--- src/rtl/div_share_arb.sv ---
// Round-robin arbiter in front of one shared iterative signed restoring divider.
// Define DIV_SHARE_FIXED_PRIO_EN to get fixed priority (lowest index wins) instead.
module div_share_arb #(
  parameter int unsigned NREQ = 3,
  parameter int unsigned WA   = 22,
  parameter int unsigned WB   = 17,
  localparam int unsigned IDW = (NREQ > 1) ? $clog2(NREQ) : 1
) (
  input  logic                 clk,
  input  logic                 rst,
  input  logic [NREQ-1:0]      req,
  input  logic [NREQ*WA-1:0]   a_flat,
  input  logic [NREQ*WB-1:0]   b_flat,
  output logic [NREQ-1:0]      gnt,
  output logic                 busy,
  output logic                 out_valid,
  output logic [IDW-1:0]       out_id,
  output logic [WA-1:0]        quot,
  output logic [WB-1:0]        rem,
  output logic                 dbz
);

  localparam int unsigned CW = (WA > 1) ? $clog2(WA) : 1;

  localparam logic [1:0] StIdle = 2'd0;
  localparam logic [1:0] StCalc = 2'd1;
  localparam logic [1:0] StSign = 2'd2;
  localparam logic [1:0] StDone = 2'd3;

  logic [1:0]     state_q, state_d;
  logic [CW-1:0]  cnt_q, cnt_d;
  logic [WA-1:0]  qacc_q, qacc_d;   // dividend magnitude shifting out, quotient shifting in
  logic [WB-1:0]  pr_q, pr_d;
  logic [WB-1:0]  bmag_q, bmag_d;
  logic           qneg_q, qneg_d;
  logic           rneg_q, rneg_d;
  logic           zero_q, zero_d;
  logic [IDW-1:0] id_q, id_d;
  logic [WA-1:0]  quot_q, quot_d;
  logic [WB-1:0]  rem_q, rem_d;
  logic           dbz_q, dbz_d;
  logic [IDW-1:0] out_id_q, out_id_d;
`ifndef DIV_SHARE_FIXED_PRIO_EN
  logic [IDW-1:0] last_q, last_d;
  logic [IDW-1:0] idx;
`endif

  logic           win_vld;
  logic [IDW-1:0] win_id;
  logic [WA-1:0]  a_sel;
  logic [WB-1:0]  b_sel;
  logic [WB:0]    shifted;
  logic [WB:0]    diff;
  logic           qbit;

  // Winner selection
  always_comb begin
    win_vld = 1'b0;
    win_id  = '0;
`ifdef DIV_SHARE_FIXED_PRIO_EN
    for (int i = NREQ - 1; i >= 0; i--) begin
      if (req[i]) begin
        win_vld = 1'b1;
        win_id  = IDW'(i);
      end
    end
`else
    idx = last_q;
    for (int k = 0; k < NREQ; k++) begin
      idx = (idx == IDW'(NREQ - 1)) ? '0 : idx + 1'b1;
      if (!win_vld && req[idx]) begin
        win_vld = 1'b1;
        win_id  = idx;
      end
    end
`endif
  end

  assign a_sel = a_flat[win_id*WA +: WA];
  assign b_sel = b_flat[win_id*WB +: WB];

  always_comb begin
    gnt = '0;
    if (state_q == StIdle && win_vld) begin
      gnt[win_id] = 1'b1;
    end
  end

  // One restoring step: bring in the next dividend bit, subtract if it fits.
  assign shifted = {pr_q, qacc_q[WA-1]};
  assign diff    = shifted - {1'b0, bmag_q};
  assign qbit    = (shifted >= {1'b0, bmag_q});

  always_comb begin
    state_d  = state_q;
    cnt_d    = cnt_q;
    qacc_d   = qacc_q;
    pr_d     = pr_q;
    bmag_d   = bmag_q;
    qneg_d   = qneg_q;
    rneg_d   = rneg_q;
    zero_d   = zero_q;
    id_d     = id_q;
    quot_d   = quot_q;
    rem_d    = rem_q;
    dbz_d    = dbz_q;
    out_id_d = out_id_q;
`ifndef DIV_SHARE_FIXED_PRIO_EN
    last_d   = last_q;
`endif
    case (state_q)
      StIdle: begin
        if (win_vld) begin
          state_d = StCalc;
          cnt_d   = '0;
          qacc_d  = a_sel[WA-1] ? -a_sel : a_sel;
          bmag_d  = b_sel[WB-1] ? -b_sel : b_sel;
          pr_d    = '0;
          qneg_d  = a_sel[WA-1] ^ b_sel[WB-1];
          rneg_d  = a_sel[WA-1];
          zero_d  = (b_sel == '0);
          id_d    = win_id;
`ifndef DIV_SHARE_FIXED_PRIO_EN
          last_d  = win_id;
`endif
        end
      end
      StCalc: begin
        pr_d   = qbit ? diff[WB-1:0] : shifted[WB-1:0];
        qacc_d = {qacc_q[WA-2:0], qbit};
        cnt_d  = cnt_q + 1'b1;
        if (cnt_q == CW'(WA - 1)) begin
          state_d = StSign;
        end
      end
      StSign: begin
        out_id_d = id_q;
        if (zero_q) begin
          quot_d = '0;
          rem_d  = '0;
          dbz_d  = 1'b1;
        end else begin
          quot_d = qneg_q ? -qacc_q : qacc_q;
          rem_d  = rneg_q ? -pr_q : pr_q;
          dbz_d  = 1'b0;
        end
        state_d = StDone;
      end
      StDone: begin
        state_d = StIdle;
      end
      default: begin
        state_d = StIdle;
      end
    endcase
  end

  always_ff @(posedge clk or negedge rst) begin
    if (!rst) begin
      state_q  <= StIdle;
      cnt_q    <= '0;
      qacc_q   <= '0;
      pr_q     <= '0;
      bmag_q   <= '0;
      qneg_q   <= 1'b0;
      rneg_q   <= 1'b0;
      zero_q   <= 1'b0;
      id_q     <= '0;
      quot_q   <= '0;
      rem_q    <= '0;
      dbz_q    <= 1'b0;
      out_id_q <= '0;
`ifndef DIV_SHARE_FIXED_PRIO_EN
      last_q   <= IDW'(NREQ - 1);
`endif
    end else begin
      state_q  <= state_d;
      cnt_q    <= cnt_d;
      qacc_q   <= qacc_d;
      pr_q     <= pr_d;
      bmag_q   <= bmag_d;
      qneg_q   <= qneg_d;
      rneg_q   <= rneg_d;
      zero_q   <= zero_d;
      id_q     <= id_d;
      quot_q   <= quot_d;
      rem_q    <= rem_d;
      dbz_q    <= dbz_d;
      out_id_q <= out_id_d;
`ifndef DIV_SHARE_FIXED_PRIO_EN
      last_q   <= last_d;
`endif
    end
  end

  assign busy      = (state_q != StIdle);
  assign out_valid = (state_q == StDone);
  assign out_id    = out_id_q;
  assign quot      = quot_q;
  assign rem       = rem_q;
  assign dbz       = dbz_q;

endmodule

--- config.mk ---
export PLATFORM = sky130hd
export DESIGN_NAME = div_share_arb
export DESIGN_NICKNAME = d
export VERILOG_FILES = /design/src/rtl/div_share_arb.sv
export SDC_FILE = /design/constraint.sdc
export NUM_CORES = 1
export LEC_CHECK = 0
export ABC_CLOCK_PERIOD_IN_PS = 3550
export BUFFER_PORTS_ARGS = -buffer_cell sky130_fd_sc_hd__buf_2
export CAP_MARGIN = 20
export CORE_MARGIN = 10
export CORE_UTILIZATION = 50
export DETAILED_ROUTE_END_ITERATION = 7
export MAX_ROUTING_LAYER = met4
export PLACE_DENSITY = 0.78
export SYNTH_ARGS = -nofsm -noshare
export SYNTH_HDL_FRONTEND = slang
export SYNTH_SLANG_ARGS = --single-unit
--- constraint.sdc ---
create_clock -name clk -period 3.55 [get_ports clk]
set_input_delay 0.71 -clock clk [delete_from_list [all_inputs] [get_ports clk]]
set_output_delay 0.71 -clock clk [all_outputs]
set_load 0.05 [all_outputs]
* Word level (Yosys, flattened, before mapping)
Cells that the tools add are included.
** Word-level totals
- Bits in registers :: 112
- Latch bits :: 0
- RAM bits :: 0
- ROM bits :: 0
- Memories kept :: 0
** Cells by class
- Add/sub/neg operators :: 9
- Multipliers :: 2
- Div/mod/pow operators :: 0
- Order comparisons :: 6
- Equality and inequality tests :: 9
- Shifts and indexed selects :: 2
- Muxes and demuxes :: 35
- Bitwise operators :: 1
- Reductions and logical operators :: 13
** Operator list (number)
- $mux 22 :: 4
- $mux 17 :: 5
- $shiftx 66x8->22 :: 1
- $shiftx 51x8->17 :: 1
- $neg 22->22 :: 2
- $pmux 22 s2 :: 1
- $neg 17->17 :: 2
- $pmux 17 s2 :: 1
- $ge 18x17->1 :: 1
- $logic_not 17->1 :: 1
- $sub 17x17->17 :: 1
- $mux 2 :: 8
- $lt 2x3->1 const B :: 4
- $eq 2x2->1 const B :: 5
- $pmux 5 s2 :: 1
- $mux 1 :: 8
- $pmux 2 s4 :: 1
- $mul 2x5->7 const B :: 1
- $add 2x1->2 const B :: 3
- $bmux 1 s2 :: 3
- $mul 2x4->6 const B :: 1
- $reduce_and 2->1 :: 3
- $add 5x1->5 const B :: 1
- $eq 5x5->1 const B :: 1
- 11 further kinds :: 17

* Depth between registers and ports, before layout
Gate-level depths: netlist (run 1).
- Word-level depth :: 17
- Mapped depth :: 14
- Depth with buffers taken out :: 13

* Worst setup path before layout (run 1)
No wires, ideal clock.
- Path type :: input-to-output
- Start point :: input req[2]
- End point :: output gnt[0]
- Arrival time :: 2630 ps
- Setup slack :: 210 ps
- Stages :: 7
- Buffers on the path :: 3
- Cell sequence :: nor2b_1 -> o21ai_0 -> o21ai_1 -> buf_2 -> buf_1 -> buf_1 -> nor2b_1
** On the way
- Cells in the longest elaborated chain, start to end :: 14
- Elaborated cells on any way between the ends :: 23
** Ends and longest elaborated chain
- from (decl) :: line 11 : input logic [NREQ-1:0] req,
- $bmux 1 s2 :: line 71 : if (!win_vld && req[idx]) begin
- $mux 1 (implied by the code) :: line 71
- $mux 1 :: line 71
- $logic_not 1->1 :: line 71
- $logic_and 1x1->1 :: line 71
- $mux 1 :: line 71
- $logic_not 1->1 :: line 71
- $logic_and 1x1->1 :: line 71
- $mux 2 :: line 71
- $lt 2x3->1 (implied by the code) or $ge 2x1->1 (tied branches) :: line 85 : gnt[win_id] = 1'b1;
- $logic_and 1x1->1 (implied by the code) :: line 85
- $mux 1 (implied by the code) :: line 85
- $demux 1 s2 :: line 85
- $mux 3 * :: line 84 : if (state_q == StIdle && win_vld) begin
- to (decl) :: line 14 : output logic [NREQ-1:0] gnt,
Mark *: on every way between the ends. The rest lies on a longest branch, timed or not. The select of a mux whose other input is x is not followed.

* Worst setup path after layout (run 1)
- Start point :: register qacc_q[21]
- End point :: register pr_q[1]
** On the way
- Cells in the longest elaborated chain, start to end :: 3
- Elaborated cells on any way between the ends :: 4
** Ends and longest elaborated chain
- from (decl) :: line 32 : logic [WA-1:0] qacc_q, qacc_d;
- from (signal assigned) :: line 179 : qacc_q <= qacc_d;
- $sub 17x17->17 or $ge 18x17->1 (tied branches) :: line 91, 92
- $mux 17 * :: line 129 : pr_d = qbit ? diff[WB-1:0] : shifted[WB-1:0];
- $pmux 17 s2 * :: line 111 : case (state_q)
- to (signal assigned) :: line 180 : pr_q <= pr_d;
- to (decl) :: line 33 : logic [WB-1:0] pr_q, pr_d;
Mark *: on every way between the ends. The rest lies on a longest branch, timed or not.
A chain may end at the register's enable or synchronous reset.

==> results of run 1 <==
==> Yosys cell counts, types with 16 or more instances <==
cell type                  count
sky130_fd_sc_hd__a21oi_1      34
sky130_fd_sc_hd__a222oi_1     27
sky130_fd_sc_hd__and2_1       16
sky130_fd_sc_hd__clkbuf_1     39
sky130_fd_sc_hd__dfrtp_1     110
sky130_fd_sc_hd__ha_1         27
sky130_fd_sc_hd__inv_1        73
sky130_fd_sc_hd__nand2_1      82
sky130_fd_sc_hd__nor2_1       41
sky130_fd_sc_hd__o21ai_0      72
sky130_fd_sc_hd__o22ai_1      41
sky130_fd_sc_hd__xnor2_1      35
sky130_fd_sc_hd__xor2_1       46
==> through the flow <==
step,hold WS [ns],setup WS [ns],util,area [sq um],std cells
after floorplan,0.414,0.210,-,7500,861
after global placement,0.459,0.258,0.589,8620,1194
after detailed placement,0.468,0.120,0.589,8620,1194
after CTS,0.431,0.338,0.608,8910,1210
after global routing,0.471,0.112,0.608,8910,1210
final,0.413,0.294,0.608,8910,1210
==> critical path, delay by kind of cell, from the launching register on <==
kind,cells,cell delay [ns]
adders and majority gates,2,0.55
AOI/OAI and AO/OA,7,1.57
buffers and inverters,3,0.35
DFF,1,0.45
muxes,1,0.20
==> routing by layer <==
layer,GRT usage,up-vias,part of all wire
met1,0.293,3150,0.50
met4,0.0635,0,0.017
li1,-,3439,-
met2,0.291,246,0.43
met5,-,-,0
met3,0.0297,26,0.053
==> cell families (layout without fill, tap and decap cells) <==
kind of cell    after synthesis  in the layout  share of synthesized area
flops                       111            111                      0.370
mux                          17             17                     0.0232
fa+ha+maj                    28             28                     0.0477
simple gates                232            232                      0.157
buf+inv                     126            291                     0.0684
compound gates              266            266                      0.239
xor+xnor                     81             81                     0.0946
==> power groups by stage <==
stage | sequential (mW) | clock [mW] | combinational [mW]
after global routing | 2.47 | 1.02 | 6.43
after floorplan | 2.96 | 0 | 3.80
final | 2.37 | 0.963 | 5.81
after CTS | 2.37 | 0.976 | 5.83
after global placement | 2.36 | 0 | 5.69
after detailed placement | 2.39 | 0 | 5.81
==> cells in the final DEF, fill, tap and decap left out, drive strengths merged, types with 3 or more instances in the layout <==
cell,synthesis,routed
nand2b,7,7
or3,8,8
o41ai,4,4
and2,18,18
inv,73,75
mux2,3,3
a32oi,4,4
o21ai,80,80
a222oi,27,27
buf,14,202
o21a,6,6
a41oi,3,3
and3,7,7
xor2,46,46
nor2b,9,9
a221o,13,13
nor3,14,14
nand2,82,82
xnor2,35,35
a22oi,3,3
nand4,9,9
o22ai,41,41
ha,27,27
a21oi,34,34
nand3,16,16
a31oi,12,12
dfrtp,110,110
a21o,8,8
nand3b,5,5
and4,3,3
nor4,8,8
a211oi,4,4
clkbuf,39,10
mux2i,14,14
o31ai,11,11
a221oi,5,5
nor2,41,41
clkinv,0,3
==> layout make-up <==
| type | count | area (sq um) | share of cell area |
|---|---|---|---|
| Tap cell | 184 | 230 | 0.0258 |
| Timing Repair Buffer | 202 | 1120 | 0.126 |
| Clock buffer | 10 | 239 | 0.0268 |
| Inverter | 73 | 274 | 0.0308 |
| Sequential cell | 111 | 2780 | 0.312 |
| Multi-Input combinational cell | 624 | 4220 | 0.473 |
| Clock inverter | 6 | 43.8 | 0.00492 |
==> flip-flops by register name, summed over array words and instances (netlist names), 2 cells and up <==
name / flops
id_q: 2
qacc_q: 22
quot: 22
rem: 17
pr_q: 17
bmag_q: 17
out_id: 2
state_q: 2
cnt_q: 5
==> final timing paths <==
| kind | from | end | slack, ns | cells past startpoint |
|---|---|---|---|---|
| min in group clk | id_q[1] | id_q[1] | 0.48 | 1 |
| max | qacc_q[21] | pr_q[1] | 0.29 | 13 |
| max reg2reg | qacc_q[21] | pr_q[1] | 0.29 | 13 |
| min reg2reg | id_q[1] | id_q[1] | 0.48 | 1 |
| min | rst | bmag_q[12] | 0.41 | 1 |
| max in group asynchronous | rst | last_q[1] | 2.37 | 2 |
==> metrics.txt, run 1 <==
result of the run complete, no violations; minimum clock period after layout 3.26 ns; average wire length per cell after detail routing 16.9 um; area of the core 14600 sq um; number of diodes added for antenna fixing 0; drt drc 0; critical path launch point type flip-flop; synthesized netlist net count 1011; Layout fillers 1313; final setup vio count 0; transition at the pin with the smallest max-transition slack ~0.96 ns; global-route wire length before repair 33400 um; Yosys warnings 0; post-synthesis cell area 7500 sq um; largest fanout of any net on the critical path 8; CTS tree yes; number of nets in the finished design approximately 1.2k; Total Routing Usage GR 0.205; Sw Pwr 4.62 mW; slowest stage delay, CP between 0.4 and 0.5 ns; First DRT Iteration DRCs 536; number of detailed-routing iterations run before antenna repair 6; RSZ-0062 raised after global routing no; port buffer count 168; final hold violations 0; number of flip-flops and latches in the synthesized netlist 111; Synth top area share 0.367; Avg Inst Size Synth roughly 8.7 sq um; sum of routed wire length over all layers roughly 20000 um; EDFF count, synth 0; headroom to the max-slew limit 0.361; Setup crit end kind flip-flop; Detail Route Antenna Nets 0; fraction of the cycle the final worst path needs 0.917; arrival time worst endpoint 3.47 ns; Synth area leaders sky130_fd_sc_hd__dfrtp_1 (37%), sky130_fd_sc_hd__xor2_1 (5.4%), sky130_fd_sc_hd__o21ai_0 (4.8%), sky130_fd_sc_hd__ha_1 (4.5%), sky130_fd_sc_hd__nand2_1 (4.1%); cell accounting for the most synthesized area sky130_fd_sc_hd__dfrtp_1; Max-Cap Viols 0; Combinational Power Share 0.635; initial antenna violation count 0; IO Count 169; library cell appearing most often on the critical path sky130_fd_sc_hd__inv_1; pin count of the biggest net entering global routing 57; total negative slack 0 ns; required time at the endpoint of the critical path 3.76 ns; ratio of routed vias to standard cells 5.67; total number of vias around 6.9k; Cell Rows 44; part of the Yosys area used for sequential elements 0.370; H-tree Lvls 3; most common flop cell mapped by yosys sky130_fd_sc_hd__dfrtp_1; Async S/R FF share, synth 1.00; routability congestion estimate from global placement about 0.94; Resized cells post-CTS 0; total CTS buffers 9; VDD IR max 0.000375 V; Post-CTS Setup Inserts 0; horizontal extent of the die 142 um; share of post-route cells with drive strength above 1 0.230; Distinct cells, synth 62; area growth from synthesis to final layout 18.7%; WS Path Type flip-flop to flip-flop; slowest library cell on the worst path sky130_fd_sc_hd__dfrtp_1; effective utilization at floorplan 0.512; worst-skew pair later-pin latency 0.35 ns; top achievable clock speed a little over 300 MHz; Net Sw Frac 0.505; Final Power ~9.1 mW; design internal power 4.53 mW; maximum number of buffers from clock root to sink 2; CTS Sinks around 110; Slew Viols, Final 0; Post-Route Skew ~0.0086 ns; clock-pin slew on the worst setup and hold paths about 0.07 ns; leakage power figure 4.20 nW; clock share of power 0.105; Cells after Synth about 860; clock tree root buffer cell sky130_fd_sc_hd__clkbuf_16; total of hold buffers inserted after clock tree synthesis 0; number of global-route vias before repair 6690; class of the worst hold path input port to asynchronous set/reset pin; total power density per cell area 1030 nW/um^2; die area 20300 sq um; sequential fraction of design power 0.260; grt ovf 0; DPL Wire Length 16400 um; cells traversed along the worst timing path inv_1, ha_1, inv_1, fa_1, a21oi_1, o21a_1, o21ai_0, o31a_1, a211oi_1, o211a_1, buf_4, mux2i_1, o22ai_1; height of the chip 142 um
Power figures use the tool's default switching activity.
==> run 2: changes to the inputs <==
--- a/config.mk
+++ b/config.mk
@@ -8,7 +8,7 @@
 export ABC_CLOCK_PERIOD_IN_PS = 3550
 export BUFFER_PORTS_ARGS = -buffer_cell sky130_fd_sc_hd__buf_2
 export CAP_MARGIN = 20
-export CORE_MARGIN = 10
+export CORE_MARGIN = 3
 export CORE_UTILIZATION = 50
 export DETAILED_ROUTE_END_ITERATION = 7
 export MAX_ROUTING_LAYER = met4
==> run 2 against run 1 <==
- largest power group unchanged
- hold slack gained 0.051 ns
- clock skew shrank 0.0024 ns
- critical endpoint is now pr_q[15]
- routed wire length shrank 6.8%
==> metrics.txt, run 2 (synthesized netlist as in run 1, its figures left out) <==
grt ovf 0 (unchanged); number of diodes added for antenna fixing 0 (unchanged); Slew Viols, Final 0 (unchanged); WS Path Type flip-flop to flip-flop (unchanged); commonest non-fill, non-tap cell in the layout sky130_fd_sc_hd__buf_2 (unchanged); final hold violations 0 (unchanged); clock-pin slew on the worst setup and hold paths 0.07 ns (about the same); Post-CTS Setup Inserts 0 (unchanged); CTS Sinks 111 (unchanged); area of the core 14600 sq um (about the same); total CTS buffers 9 (unchanged); number of nets in the finished design 1177 (was 1171); CTS tree yes (unchanged); RSZ-0062 raised after global routing no (unchanged); global-route wire length before repair 32000 um (was 33400 um); die area 16500 sq um (was 20300 sq um); Setup crit end kind flip-flop (unchanged); total of hold buffers inserted after clock tree synthesis 0 (unchanged); total power density per cell area 1030 nW/um^2 (about the same); required time at the endpoint of the critical path 3.77 ns (was 3.76 ns); pin count of the biggest net entering global routing 70 (was 57); largest fanout of any net on the critical path 11 (was 8); sum of routed wire length over all layers 19100 um (was 20500 um); number of detailed-routing iterations run before antenna repair 7 (was 6); class of the worst hold path input port to asynchronous set/reset pin (unchanged); VDD IR max 0.000445 V (was 0.000375 V); Total Routing Usage GR 0.243 (was 0.205); commonest cells after routing, fill and taps aside sky130_fd_sc_hd__buf_2 (167), sky130_fd_sc_hd__dfrtp_1 (110), sky130_fd_sc_hd__nand2_1 (82), sky130_fd_sc_hd__inv_1 (73), sky130_fd_sc_hd__o21ai_0 (72) (unchanged); final setup vio count 0 (unchanged); drt drc 0 (unchanged); Post-Route Skew 0.00621 ns (was 0.00857 ns); worst-skew pair later-pin latency 0.35 ns (about the same); routability congestion estimate from global placement 0.922 (was 0.938); transition at the pin with the smallest max-transition slack 0.886 ns (was 0.959 ns); cells traversed along the worst timing path inv_1, ha_1, inv_1, fa_1, a21oi_1, o21a_1, o21ai_0, o31a_1, a211oi_1, o211a_1, inv_1, mux2i_1, o21ai_0 (was inv_1, ha_1, inv_1, fa_1, a21oi_1, o21a_1, o21ai_0, o31a_1, a211oi_1, o211a_1, buf_4, mux2i_1, o22ai_1); slowest stage delay, CP 0.42 ns (was 0.45 ns); library cell appearing most often on the critical path sky130_fd_sc_hd__inv_1 (unchanged); fraction of the cycle the final worst path needs 0.918 (was 0.917); share of post-route cells with drive strength above 1 0.234 (was 0.230); DPL Wire Length 15000 um (was 16400 um); port buffer count 168 (unchanged); critical path launch point type flip-flop (unchanged); height of the chip 128 um (was 142 um); Max-Cap Viols 0 (unchanged); top achievable clock speed 307 MHz (about the same); reg2reg path depth 13 (unchanged); horizontal extent of the die 128 um (was 142 um); slowest library cell on the worst path sky130_fd_sc_hd__dfrtp_1 (unchanged); maximum number of buffers from clock root to sink 2 (unchanged); result of the run complete, no violations (unchanged); headroom to the max-slew limit 0.410 (was 0.361); arrival time worst endpoint 3.48 ns (was 3.47 ns); final worst hold slack 0.463 ns (was 0.413 ns); First DRT Iteration DRCs 535 (was 536); leakage power figure 4.22 nW (was 4.20 nW); Final Power 9.18 mW (was 9.15 mW); area growth from synthesis to final layout 19.1% (was 18.7%); Resized cells post-CTS 0 (unchanged); total negative slack 0 ns (unchanged); average wire length per cell after detail routing 15.7 um (was 16.9 um); minimum clock period after layout 3.26 ns (about the same); IO Count 169 (unchanged); Detail Route Antenna Nets 0 (unchanged); number of global-route vias before repair 6485 (was 6690); H-tree Lvls 3 (unchanged); initial antenna violation count 0 (unchanged); effective utilization at floorplan 0.514 (was 0.512); ratio of routed vias to standard cells 5.68 (was 5.67); clock tree root buffer cell sky130_fd_sc_hd__clkbuf_16 (unchanged); Cell Rows 44 (unchanged); final cell utilization of the core 0.613 (was 0.608); total number of vias 6907 (was 6861)
==> run 2: path summary, 6_finish.rpt <==
| check | from | endpoint | slack (ns) |
|---|---|---|---|
| setup / recovery | qacc_q[21] | pr_q[15] | 0.29 |
| hold / removal | rst | quot[18] | 0.46 |
| setup reg to reg | qacc_q[21] | pr_q[15] | 0.29 |
| hold reg to reg | id_q[1] | id_q[1] | 0.48 |
| max in group asynchronous | rst | rem[8] | 2.22 |
| min in group clk | id_q[1] | id_q[1] | 0.48 |
==> run 2: power breakdown <==
part	total (mW)	internal, mW	switching, mW
clock network	0.999	0.521	0.477
registers	2.37	1.84	0.533
logic	5.81	2.21	3.60
total	9.18	4.57	4.61
==> run 2: area by class of cell <==
| cell class | instances | area, sq um |
|---|---|---|
| inverter | 73 | 274 |
| clock inverter | 5 | 40.0 |
| fill | 1309 | 5650 |
| sequential | 111 | 2780 |
| clock buffer | 11 | 253 |
| timing repair buffer | 208 | 1140 |
| tap | 184 | 230 |
| multi-input combinational | 624 | 4220 |
==> run 2: through the flow <==
| stage | setup WS [ns] | area [sq um] | cells |
|---|---|---|---|
| final | 0.292 | 8940 | 1216 |
| after global routing | 0.00863 | 8940 | 1216 |
| after CTS | 0.288 | 8940 | 1216 |
| after detailed placement | 0.215 | 8640 | 1200 |
| after global placement | 0.319 | 8640 | 1200 |
| after floorplan | 0.210 | 7500 | 861 |
==> run 2: worst max-delay path: cells and delay by family, from the launching register on <==
kind	cells	cell delay [ns]
compound gates	7	1.59
buf+inv	3	0.35
flops	1	0.42
fa+ha+maj	2	0.56
mux	1	0.20
==> run 2: routing by layer <==
metal	global-route usage	up-vias	wire (um)
li1	-	3459	-
met1	0.355	3195	9230
met2	0.364	245	8350
met3	0.0374	8	1350
met4	0.0381	0	123
met5	-	-	0
==> run 3: changes to the inputs <==
--- a/config.mk
+++ b/config.mk
@@ -8,11 +8,14 @@
 export ABC_CLOCK_PERIOD_IN_PS = 3550
 export BUFFER_PORTS_ARGS = -buffer_cell sky130_fd_sc_hd__buf_2
 export CAP_MARGIN = 20
+export CELL_PAD_IN_SITES_DETAIL_PLACEMENT = 1
+export CELL_PAD_IN_SITES_GLOBAL_PLACEMENT = 1
+export CORE_ASPECT_RATIO = 0.7
 export CORE_MARGIN = 3
-export CORE_UTILIZATION = 50
+export CORE_UTILIZATION = 41
 export DETAILED_ROUTE_END_ITERATION = 7
 export MAX_ROUTING_LAYER = met4
-export PLACE_DENSITY = 0.78
+export PLACE_DENSITY = 0.84
 export SYNTH_ARGS = -nofsm -noshare
 export SYNTH_HDL_FRONTEND = slang
 export SYNTH_SLANG_ARGS = --single-unit
==> run 3 against run 2 <==
- total power up 3.6%
- die area rose by 21%
- routed wire length up 27%
- hold slack got worse by 0.19 ns
- register-to-register slack improved by 0.03 ns
- critical path type unchanged
- highest routed layer unchanged
- non-clock buffer count down 5
- sequential cell count unchanged
- cell area up 0.76%
- combinational power grew 4.8%
- clock skew grew 0.0084 ns
==> metrics.txt, run 3 (synthesized netlist as in run 1, its figures left out) <==
result of the run complete, no violations (unchanged); Total Routing Usage GR 0.246 (was 0.243); largest fanout of any net on the critical path 4 (was 11); arrival time worst endpoint 3.52 ns (was 3.48 ns); pin count of the biggest net entering global routing 84 (was 70); setup slack on the worst flop-to-flop path 0.32 ns (was 0.29 ns); Cell Count Post-Placement 1242 (was 1200); transition at the pin with the smallest max-transition slack 0.953 ns (was 0.886 ns); area of the core 17500 sq um (was 14600 sq um); minimum clock period after layout 3.23 ns (was 3.26 ns); kind of cell adding the most delay to the critical path compound AO/OA/AOI/OAI gates (unchanged); Reg area 2780 sq um (unchanged); maximum number of buffers from clock root to sink 2 (unchanged); Post-Route Skew 0.0146 ns (was 0.00621 ns); H-tree Lvls 3 (unchanged); number of global-route vias before repair 7291 (was 6485); average wire length per cell after detail routing 19.2 um (was 15.7 um); final setup vio count 0 (unchanged); clock tree root buffer cell sky130_fd_sc_hd__clkbuf_16 (unchanged); commonest non-fill, non-tap cell in the layout sky130_fd_sc_hd__buf_2 (unchanged); CTS tree yes (unchanged); ratio of routed vias to standard cells 5.75 (was 5.68); port buffer count 168 (unchanged); area of combinational cells with multiple inputs 4220 sq um (unchanged); worst-skew pair later-pin latency 0.36 ns (was 0.35 ns); slowest stage delay, CP 0.43 ns (was 0.42 ns); top achievable clock speed 310 MHz (was 307 MHz); worst path bufs/invs 3 (unchanged); Cell Rows 40 (was 44); RSZ-0062 raised after global routing no (unchanged); share of post-route cells with drive strength above 1 0.231 (was 0.234); CTS Sinks 111 (unchanged); cells traversed along the worst timing path inv_1, ha_1, inv_1, fa_1, a21oi_1, o21a_1, o21ai_0, o31a_1, a211oi_1, buf_4, o21ai_0, a21oi_1, mux2i_1, a32o_1 (was inv_1, ha_1, inv_1, fa_1, a21oi_1, o21a_1, o21ai_0, o31a_1, a211oi_1, o211a_1, inv_1, mux2i_1, o21ai_0); post-placement cell area 8710 sq um (was 8640 sq um); number of nets in the finished design 1172 (was 1177); Critical R2R Launch qacc_q[21] (unchanged); routability congestion estimate from global placement 0.880 (was 0.922); grt ovf 0 (unchanged); reg2reg path depth 14 (was 13); First DRT Iteration DRCs 622 (was 535); leakage power figure 4.22 nW (about the same); fraction of the cycle the final worst path needs 0.909 (was 0.918); Max-Cap Viols 0 (unchanged); total negative slack 0 ns (unchanged); height of the chip 119 um (was 128 um); Slew Viols, Final 0 (unchanged); class of the worst hold path input port to asynchronous set/reset pin (unchanged); Post-CTS Setup Inserts 0 (unchanged); effective utilization at floorplan 0.428 (was 0.514); sum of routed wire length over all layers 24100 um (was 19100 um); number of diodes added for antenna fixing 0 (unchanged); total power density per cell area 1060 nW/um^2 (was 1030 nW/um^2); slowest library cell on the worst path sky130_fd_sc_hd__dfrtp_1 (unchanged); initial antenna violation count 0 (unchanged); Detail Route Antenna Nets 0 (unchanged); global-route wire length before repair 38900 um (was 32000 um); post-layout instance count excluding filler cells 1258 (was 1216); IO Count 169 (unchanged); VDD IR max 0.000441 V (was 0.000445 V); total number of vias 7229 (was 6907); headroom to the max-slew limit 0.364 (was 0.410); final hold violations 0 (unchanged); commonest cells after routing, fill and taps aside sky130_fd_sc_hd__buf_2 (167), sky130_fd_sc_hd__dfrtp_1 (110), sky130_fd_sc_hd__nand2_1 (82), sky130_fd_sc_hd__inv_1 (73), sky130_fd_sc_hd__o21ai_0 (72) (unchanged); clock-pin slew on the worst setup and hold paths 0.08 ns (was 0.07 ns); Setup crit end kind flip-flop (unchanged); required time at the endpoint of the critical path 3.84 ns (was 3.77 ns); design area 9000 sq um (was 8940 sq um); DPL Wire Length 18900 um (was 15000 um); final cell utilization of the core 0.514 (was 0.613); WS Path Type flip-flop to flip-flop (unchanged); number of detailed-routing iterations run before antenna repair 6 (was 7); Resized cells post-CTS 0 (unchanged); drt drc 0 (unchanged); area growth from synthesis to final layout 20.0% (was 19.1%); Layout fillers 2146 (was 1309); total CTS buffers 9 (unchanged); critical path launch point type flip-flop (unchanged); total of hold buffers inserted after clock tree synthesis 0 (unchanged); endpoint of the worst register-to-register path pr_q[16] (was pr_q[15]); horizontal extent of the die 168 um (was 128 um); die area 20000 sq um (was 16500 sq um)
run 3: final cells by class:
cell class,count,area share
multi-input cells,624,0.468
inverters,73,0.0304
clock inverters,7,0.00709
repair buffers,203,0.128
well taps,231,0.0321
flip-flops and latches,111,0.309
clock buffers,9,0.0250
run 3: stage by stage:
stage	hold WS (ns)	setup slack (ns)	power, mW
3_3_place_gp	0.463	0.418	8.25
2_1_floorplan	0.414	0.210	6.75
3_5_place_dp	0.473	0.209	8.48
4_1_cts	0.284	0.369	9.51
5_1_grt	0.288	0.0605	10.3
6_report	0.275	0.325	9.51
run 3: power breakdown:
part,internal (mW),switching [mW]
combinational,2.20,3.89
sequential,1.84,0.579
clock,0.492,0.505
total,4.53,4.97
run 3: worst max-delay path by stage:
stage,start,cells past startpoint,slack (ns),to
2_1_floorplan,req[2],7,0.21,gnt[0]
3_3_place_gp,req[2],11,0.42,qacc_q[17]
3_5_place_dp,req[1],12,0.21,qacc_q[16]
4_1_cts,qacc_q[21],14,0.37,pr_q[16]
5_1_grt,qacc_q[21],14,0.06,pr_q[16]
6_report,qacc_q[21],14,0.32,pr_q[16]
run 3: metal layers:
metal  vias up  track usage  wire [um]
met3        23       0.0392       1480
met5         -            -          0
li1       3444            -          -
met2       237        0.365      10400
met1      3525        0.361      11900
met4         0       0.0470        295
run 3: worst reg2reg max path: stages (launching register included):
cell                       delay [ns]
sky130_fd_sc_hd__dfrtp_1         0.43
sky130_fd_sc_hd__inv_1           0.08
sky130_fd_sc_hd__ha_1            0.16
sky130_fd_sc_hd__inv_1           0.05
sky130_fd_sc_hd__fa_1            0.41
sky130_fd_sc_hd__a21oi_1         0.22
sky130_fd_sc_hd__o21a_1          0.13
sky130_fd_sc_hd__o21ai_0         0.16
sky130_fd_sc_hd__o31a_1          0.31
sky130_fd_sc_hd__a211oi_1        0.30
sky130_fd_sc_hd__buf_4           0.19
sky130_fd_sc_hd__o21ai_0         0.07
sky130_fd_sc_hd__a21oi_1         0.22
sky130_fd_sc_hd__mux2i_1         0.25
sky130_fd_sc_hd__a32o_1          0.19
